`src/rtl/mulu_seq_stream_pkg.sv`:
```
// Shared types and elaboration-time helpers for the streaming sequential multiplier.
package mulu_seq_stream_pkg;

    typedef enum logic [2:0] {
        LOAD_M,
        LOAD_Q,
        CALC,
        FIXUP,
        EMIT
    } state_t;

    function automatic int unsigned ceil_div(input int unsigned a, input int unsigned b);
        return (a + b - 1) / b;
    endfunction

    // Bits needed to count 0..v-1, never less than one.
    function automatic int unsigned clog2(input int unsigned v);
        int unsigned r = 1;
        for (int unsigned i = 1; i < 32; i++) begin
            if ((32'd1 << i) < v) r = i + 1;
        end
        return r;
    endfunction

    function automatic int unsigned max_u(input int unsigned a, input int unsigned b);
        return (a > b) ? a : b;
    endfunction

    function automatic int unsigned calc_p_w(input int unsigned m_w, input int unsigned q_w);
        return m_w + q_w;
    endfunction

    function automatic int unsigned calc_nm(input int unsigned m_w, input int unsigned in_w);
        return ceil_div(m_w, in_w);
    endfunction

    function automatic int unsigned calc_nq(input int unsigned q_w, input int unsigned in_w);
        return ceil_div(q_w, in_w);
    endfunction

    function automatic int unsigned calc_np(input int unsigned p_w, input int unsigned out_w);
        return ceil_div(p_w, out_w);
    endfunction

endpackage

```
`src/rtl/mulu_seq_stream_datapath.sv`:
```
// Operand assembly, magnitude conversion, shift-add accumulation, sign fix-up
// and the output chunk shift register.
module mulu_seq_datapath
    import mulu_seq_stream_pkg::*;
#(
    parameter int unsigned M_WIDTH = 7,
    parameter int unsigned Q_WIDTH = 7,
    parameter int unsigned IN_W    = 6,
    parameter int unsigned OUT_W   = 8,
    parameter int unsigned CW      = 3
) (
    input  logic             clk,
    input  logic             rst_n,
    input  logic             clear,
    input  logic             mode_signed,
    input  logic             load_m,
    input  logic             load_q,
    input  logic             q_last,
    input  logic [CW-1:0]    idx,
    input  logic [IN_W-1:0]  chunk,
    input  logic             calc,
    input  logic             fixup,
    input  logic             shift,
    output logic [OUT_W-1:0] out_data
);

    localparam int unsigned P_W = calc_p_w(M_WIDTH, Q_WIDTH);
    localparam int unsigned NP  = calc_np(P_W, OUT_W);
    localparam int unsigned EW  = NP * OUT_W;

    logic [M_WIDTH-1:0] m_q, m_next, m_mag;
    logic [Q_WIDTH-1:0] q_q, q_next, q_mag;
    logic [Q_WIDTH-1:0] mplier;
    logic [P_W-1:0]     mcand, acc, res;
    logic               neg;
    logic [EW-1:0]      out_sr, ext;

    // Each operand bit is owned by exactly one chunk index; bits past the
    // operand width in the last chunk have no destination and are dropped.
    for (genvar b = 0; b < M_WIDTH; b++) begin : g_m
        localparam logic [CW-1:0] CH = CW'(b / IN_W);
        assign m_next[b] = (load_m && idx == CH) ? chunk[b % IN_W] : m_q[b];
    end

    for (genvar b = 0; b < Q_WIDTH; b++) begin : g_q
        localparam logic [CW-1:0] CH = CW'(b / IN_W);
        assign q_next[b] = (load_q && idx == CH) ? chunk[b % IN_W] : q_q[b];
    end

    // Magnitudes stay in the operand width: -2^(W-1) maps to 2^(W-1) unsigned.
    always_comb begin
        m_mag = (mode_signed && m_q[M_WIDTH-1])    ? (~m_q + 1'b1)    : m_q;
        q_mag = (mode_signed && q_next[Q_WIDTH-1]) ? (~q_next + 1'b1) : q_next;
        res   = neg ? (~acc + 1'b1) : acc;
        ext   = mode_signed ? EW'(signed'(res)) : EW'(res);
    end

    assign out_data = out_sr[OUT_W-1:0];

    // Operand capture, shift-add iteration, fix-up into the emit register.
    always_ff @(posedge clk or negedge rst_n) begin
        if (!rst_n) begin
            m_q    <= '0;
            q_q    <= '0;
            mcand  <= '0;
            mplier <= '0;
            acc    <= '0;
            neg    <= 1'b0;
            out_sr <= '0;
        end else begin
            m_q <= m_next;
            q_q <= q_next;
            if (clear) begin
                mcand  <= '0;
                mplier <= '0;
                acc    <= '0;
                neg    <= 1'b0;
                out_sr <= '0;
            end else begin
                if (q_last) begin
                    mcand  <= P_W'(m_mag);
                    mplier <= q_mag;
                    acc    <= '0;
                    neg    <= mode_signed & (m_q[M_WIDTH-1] ^ q_next[Q_WIDTH-1]);
                end
                if (calc) begin
                    if (mplier[0]) acc <= acc + mcand;
                    mcand  <= mcand << 1;
                    mplier <= mplier >> 1;
                end
                if (fixup) out_sr <= ext;
                if (shift) out_sr <= out_sr >> OUT_W;
            end
        end
    end

endmodule

```
`src/rtl/mulu_seq_stream.sv`:
```
// Streaming sequential shift-add multiplier: chunked operand input, chunked
// product output, per-operation signed mode, backpressure and abort.
module mulu_seq_stream
    import mulu_seq_stream_pkg::*;
#(
    parameter int unsigned M_WIDTH = 7,
    parameter int unsigned Q_WIDTH = 7,
    parameter int unsigned IN_W    = 6,
    parameter int unsigned OUT_W   = 8
) (
    input  logic             clk,
    input  logic             rst_n,
    input  logic             in_valid,
    input  logic [IN_W-1:0]  in_data,
    output logic             in_ready,
    input  logic             op_signed,
    input  logic             abort,
    output logic             out_valid,
    output logic [OUT_W-1:0] out_data,
    output logic             out_last,
    input  logic             out_ready,
    output logic             busy
);

    localparam int unsigned P_W     = calc_p_w(M_WIDTH, Q_WIDTH);
    localparam int unsigned NM      = calc_nm(M_WIDTH, IN_W);
    localparam int unsigned NQ      = calc_nq(Q_WIDTH, IN_W);
    localparam int unsigned NP      = calc_np(P_W, OUT_W);
    localparam int unsigned CNT_MAX = max_u(max_u(NM, NQ), max_u(NP, Q_WIDTH));
    localparam int unsigned CW      = clog2(CNT_MAX);

    state_t        state;
    logic [CW-1:0] cnt;
    logic          mode_signed;
    logic          in_xfer, out_xfer, load_m, load_q, q_last, calc_en, fixup_en;

    // Transfer strobes; abort suppresses any coincident transfer.
    always_comb begin
        in_xfer  = in_valid & in_ready & ~abort;
        out_xfer = out_valid & out_ready & ~abort;
        load_m   = in_xfer & (state == LOAD_M);
        load_q   = in_xfer & (state == LOAD_Q);
        q_last   = load_q & (cnt == CW'(NQ - 1));
        calc_en  = (state == CALC) & ~abort;
        fixup_en = (state == FIXUP) & ~abort;
    end

    // Control FSM with registered handshake and status outputs.
    always_ff @(posedge clk or negedge rst_n) begin
        if (!rst_n) begin
            state       <= LOAD_M;
            cnt         <= '0;
            mode_signed <= 1'b0;
            in_ready    <= 1'b1;
            out_valid   <= 1'b0;
            out_last    <= 1'b0;
            busy        <= 1'b0;
        end else if (abort) begin
            state     <= LOAD_M;
            cnt       <= '0;
            in_ready  <= 1'b1;
            out_valid <= 1'b0;
            out_last  <= 1'b0;
            busy      <= 1'b0;
        end else begin
            case (state)
                LOAD_M: if (in_valid) begin
                    if (cnt == '0) mode_signed <= op_signed;
                    if (cnt == CW'(NM - 1)) begin
                        state <= LOAD_Q;
                        cnt   <= '0;
                    end else begin
                        cnt <= cnt + 1'b1;
                    end
                end
                LOAD_Q: if (in_valid) begin
                    if (cnt == CW'(NQ - 1)) begin
                        state    <= CALC;
                        cnt      <= '0;
                        in_ready <= 1'b0;
                        busy     <= 1'b1;
                    end else begin
                        cnt <= cnt + 1'b1;
                    end
                end
                CALC: begin
                    if (cnt == CW'(Q_WIDTH - 1)) begin
                        state <= FIXUP;
                        cnt   <= '0;
                    end else begin
                        cnt <= cnt + 1'b1;
                    end
                end
                FIXUP: begin
                    state     <= EMIT;
                    out_valid <= 1'b1;
                    out_last  <= (NP == 1);
                end
                EMIT: if (out_ready) begin
                    if (cnt == CW'(NP - 1)) begin
                        state     <= LOAD_M;
                        cnt       <= '0;
                        out_valid <= 1'b0;
                        out_last  <= 1'b0;
                        in_ready  <= 1'b1;
                        busy      <= 1'b0;
                    end else begin
                        cnt      <= cnt + 1'b1;
                        out_last <= (cnt + 1'b1 == CW'(NP - 1));
                    end
                end
                default: state <= LOAD_M;
            endcase
        end
    end

    mulu_seq_datapath #(
        .M_WIDTH(M_WIDTH),
        .Q_WIDTH(Q_WIDTH),
        .IN_W   (IN_W),
        .OUT_W  (OUT_W),
        .CW     (CW)
    ) u_datapath (
        .clk        (clk),
        .rst_n      (rst_n),
        .clear      (abort),
        .mode_signed(mode_signed),
        .load_m     (load_m),
        .load_q     (load_q),
        .q_last     (q_last),
        .idx        (cnt),
        .chunk      (in_data),
        .calc       (calc_en),
        .fixup      (fixup_en),
        .shift      (out_xfer),
        .out_data   (out_data)
    );

endmodule

```
`config.mk`:
```
export PLATFORM = sky130hd
export DESIGN_NAME = mulu_seq_stream
export DESIGN_NICKNAME = d
export VERILOG_FILES = /design/src/rtl/mulu_seq_stream_pkg.sv /design/src/rtl/mulu_seq_stream_datapath.sv /design/src/rtl/mulu_seq_stream.sv
export SDC_FILE = /design/constraint.sdc
export NUM_CORES = 1
export LEC_CHECK = 0
export CAP_MARGIN = 20
export CORE_UTILIZATION = 55
export CTS_BUF_LIST = sky130_fd_sc_hd__clkbuf_4 sky130_fd_sc_hd__clkbuf_8 sky130_fd_sc_hd__clkbuf_16
export DETAILED_ROUTE_END_ITERATION = 16
export PLACE_DENSITY = 0.82
export SLEW_MARGIN = 10
export SYNTH_ARGS = -nofsm -noshare
export SYNTH_HDL_FRONTEND = slang
export SYNTH_SLANG_ARGS = --single-unit
```
`constraint.sdc`:
```
create_clock -name clk -period 7.49 [get_ports clk]
set_input_delay 1.1235 -clock clk [delete_from_list [all_inputs] [get_ports clk]]
set_output_delay 1.1235 -clock clk [all_outputs]
set_load 0.03 [all_outputs]
```
==> results.toml <==
[run_status]
outcome = "completed"

[grt]
grt_pass1_vias = 3441
track_usage_pct = 24.1
grt_pass1_wl_microns = 16100
antenna_found_initial = 0
grt-ovfl-total = 0
grt_start_max_net_pins = 77

[worst_setup_path]
start_kind = "input pin"
crit_arrival_ns = 4.06
rr_startpoint = "state[2]"
critical_path_class = "in2reg"
cp_data_required_time_ns = 7.77
crit_fanout = 31
reg2reg_slack_ns = 4.63
crit_end = "u_datapath.mplier[2]"
critPathLaunch = "abort"
reg2reg_depth = 11
cp-end-kind = "register"
r2r-end = "u_datapath.mplier[2]"

[yosys]
yosys.area_share.simple_pct = 17.7
synth_area_sq_mm = 0.00444
synth_fa_ha_area_share_pct = 4.96
muxShareOfSynthArea_pct = 4.57
synth_top_family_by_area = "compound AO/OA/AOI/OAI gates"
synth.avg_cell_area_sq_um = 9.15
syn_nets = 514
ys_ff_latch = 76
ys_seq_area_share_pct = 42.9
synth_xor_area_share_pct = 5.53
async_flop_share_pct = 100
synthFlopType = "dfrtp_1"
syn-instance-count = 485
synth_edf_count = 0
yosys_warnings = 0
ys_types = 55
synth_compound_area_share_pct = 19.6

[clock_tree]
post_cts_buffers = 0
ctsResizeCount = 0
numCtsBuffers = 9
h-tree-depth = 3
clock-root-buffer = "clkbuf_8"
cts_buffer_depth = 2
clkSlewWorstSetupHoldPaths_ns = 0.07
clock-sinks = 76
postCtsHoldBufs = 0
clk_latency_ns = 0.36
cts_tree = "yes"

[routing]
drtAntennaViolNets = 0
dr.pass1.iters = 5
totalWireLength_microns = 9310
drc_errors = 0
viasPerCell = 6.08
post_drt_wl_per_cell_microns = 15.6
drtIter0Drc = 184
num_vias = 3627

[die]
start_util_pct = 57.1
die_h_microns = 91.8
die-area_sq_mm = 0.00843
coreArea_sq_mm = 0.00777
ioPinCount = 24
fp-row-count = 32
die_width_microns = 91.8

[pwr]
p_per_area_mw_per_mm2 = 196
switching_share_pct = 30.7
vdd_drop_max_mv = 0.134
seq_power_share_pct = 52.1
p_leak_uw = 0.00223
p_sw_uw = 290
power.internal_uw = 654
clockPowerShare_pct = 27.7
combPwrFrac_pct = 20.1

[sta]
setup_viol = 0
hold_viol_final = 0
tns_ns = 0
worst_pin_slew_ns = 1.05
fin_skew_ns = 0.0151
period_needed_ns = 3.77
whs_ns = 0.483
final.period_utilization_pct = 50.4
slew_headroom_pct = 28.5
clock.fmax_ghz = 0.265
rsz0062_at_grt = "no"
slew_violations = 0

[cells_and_area]
fill_cells = 635
syn_to_final_growth_pct = 8.82
num_antenna_cells = 0
fin_nets = 522
fin_area_sq_mm = 0.00483
drive_gt1_share_pct = 8.48

[placement]
gp_congestion = 0.830
placed_cell_area_sq_mm = 0.00468
hpwl_microns = 6700
port-buffer-count = 23

[hold_path]
hold_path_class = "reg2reg"

[job]
cap_violations = 0
stage by stage:
| stage | cells | power, uW | setup slack (ns) | utilization (%) |
|---|---|---|---|---|
| 6_report | 597 | 944 | 3.72 | 62.2 |
| 5_1_grt | 597 | 1000 | 3.52 | 62.2 |
| 4_1_cts | 597 | 950 | 3.71 | 62.2 |
| 3_5_place_dp | 584 | 690 | 3.35 | 60.3 |
| 3_3_place_gp | 584 | 682 | 3.43 | 60.3 |
| 2_1_floorplan | 485 | 633 | 4.04 | - |
cell usage in the layout (no fill, tap or decap), types with 16 or more instances in the layout:
cell type        instances
clkdlybuf4s50_1         22
a22o_1                  17
ha_1                    16
nand2_1                 51
nor2_1                  46
xnor2_1                 16
a21oi_1                 40
dfrtp_1                 75
inv_1                   16
o21ai_0                 37
cells in the mapped netlist (all sizes together), types with 14 or more instances:
master,number,area (sq um)
a21oi,40,200
a22o,17,149
clkbuf,19,71.3
dfrtp,75,1880
ha,16,200
inv,16,60.1
mux2,15,173
nand2,52,203
nand3,14,70.1
nor2,46,173
nor3,17,96.4
o21ai,38,190
xnor2,16,140
cell type report:
cell class / instances / area (sq um) / share of cell area [%]
sequential: 76 / 1900 / 39.4
multi-input combinational: 363 / 2330 / 48.3
timing repair buffer: 27 / 258 / 5.34
clock inverter: 3 / 17.5 / 0.363
clock buffer: 10 / 131 / 2.72
inverter: 16 / 60.1 / 1.24
tap: 102 / 128 / 2.64
power by group through the flow:
| stage | Combinational [uW] | Sequential (uW) | Clock, uW |
|---|---|---|---|
| global placement | 184 | 498 | 0 |
| finish | 190 | 492 | 262 |
| detailed placement | 190 | 500 | 0 |
| global route | 218 | 497 | 288 |
| CTS | 191 | 492 | 267 |
| floorplan | 153 | 480 | 0 |
worst max-delay path, cell delays in order:
cell and delay [ns]:
clkdlybuf4s50_1 0.40, buf_4 0.24, or4b_4 0.59, nor4_2 0.24, buf_4 0.24, mux2_2 0.38, inv_1 0.06, ha_1 0.17
inv_1 0.05, and3_1 0.18, xnor2_1 0.11, nor2b_1 0.12, o21ai_1 0.13
routing by layer:
metal | vias to the layer above | share of wire [%] | GRT usage, %
li1 | 1737 | - | -
met1 | 1752 | 44 | 30.9
met2 | 114 | 49 | 40.3
met3 | 24 | 4.9 | 4.64
met4 | 0 | 2.4 | 9.64
met5 | - | 0 | 0
flip-flops by register name (all words and copies together) (netlist names):
name and count:
in_ready 1, cnt 3, u_datapath.acc 14, mode_signed 1
u_datapath.q_q 7, busy 1, u_datapath.m_q 7, u_datapath.mcand 14
u_datapath.out_sr 15, out_valid 1, u_datapath.neg 1, u_datapath.mplier 7
state 3, out_last 1
worst min path at each step:
stage / start / to / slack [ns] / cells after the start
after floorplan: u_datapath.out_sr[4] / u_datapath.out_sr[4] / 0.44 / 2
after global placement: u_datapath.out_sr[4] / u_datapath.out_sr[4] / 0.45 / 2
after detailed placement: u_datapath.out_sr[7] / u_datapath.out_sr[7] / 0.48 / 2
after CTS: u_datapath.out_sr[7] / u_datapath.out_sr[7] / 0.49 / 2
after global routing: busy / busy / 0.52 / 1
final: u_datapath.out_sr[7] / u_datapath.out_sr[7] / 0.48 / 2
cell families after synthesis:
kind of cell | after synthesis
simple gates | 164
compound gates | 136
flops | 76
buf+inv | 46
xor+xnor | 28
mux | 18
fa+ha+maj | 17
(Power assumes the default switching activity.)
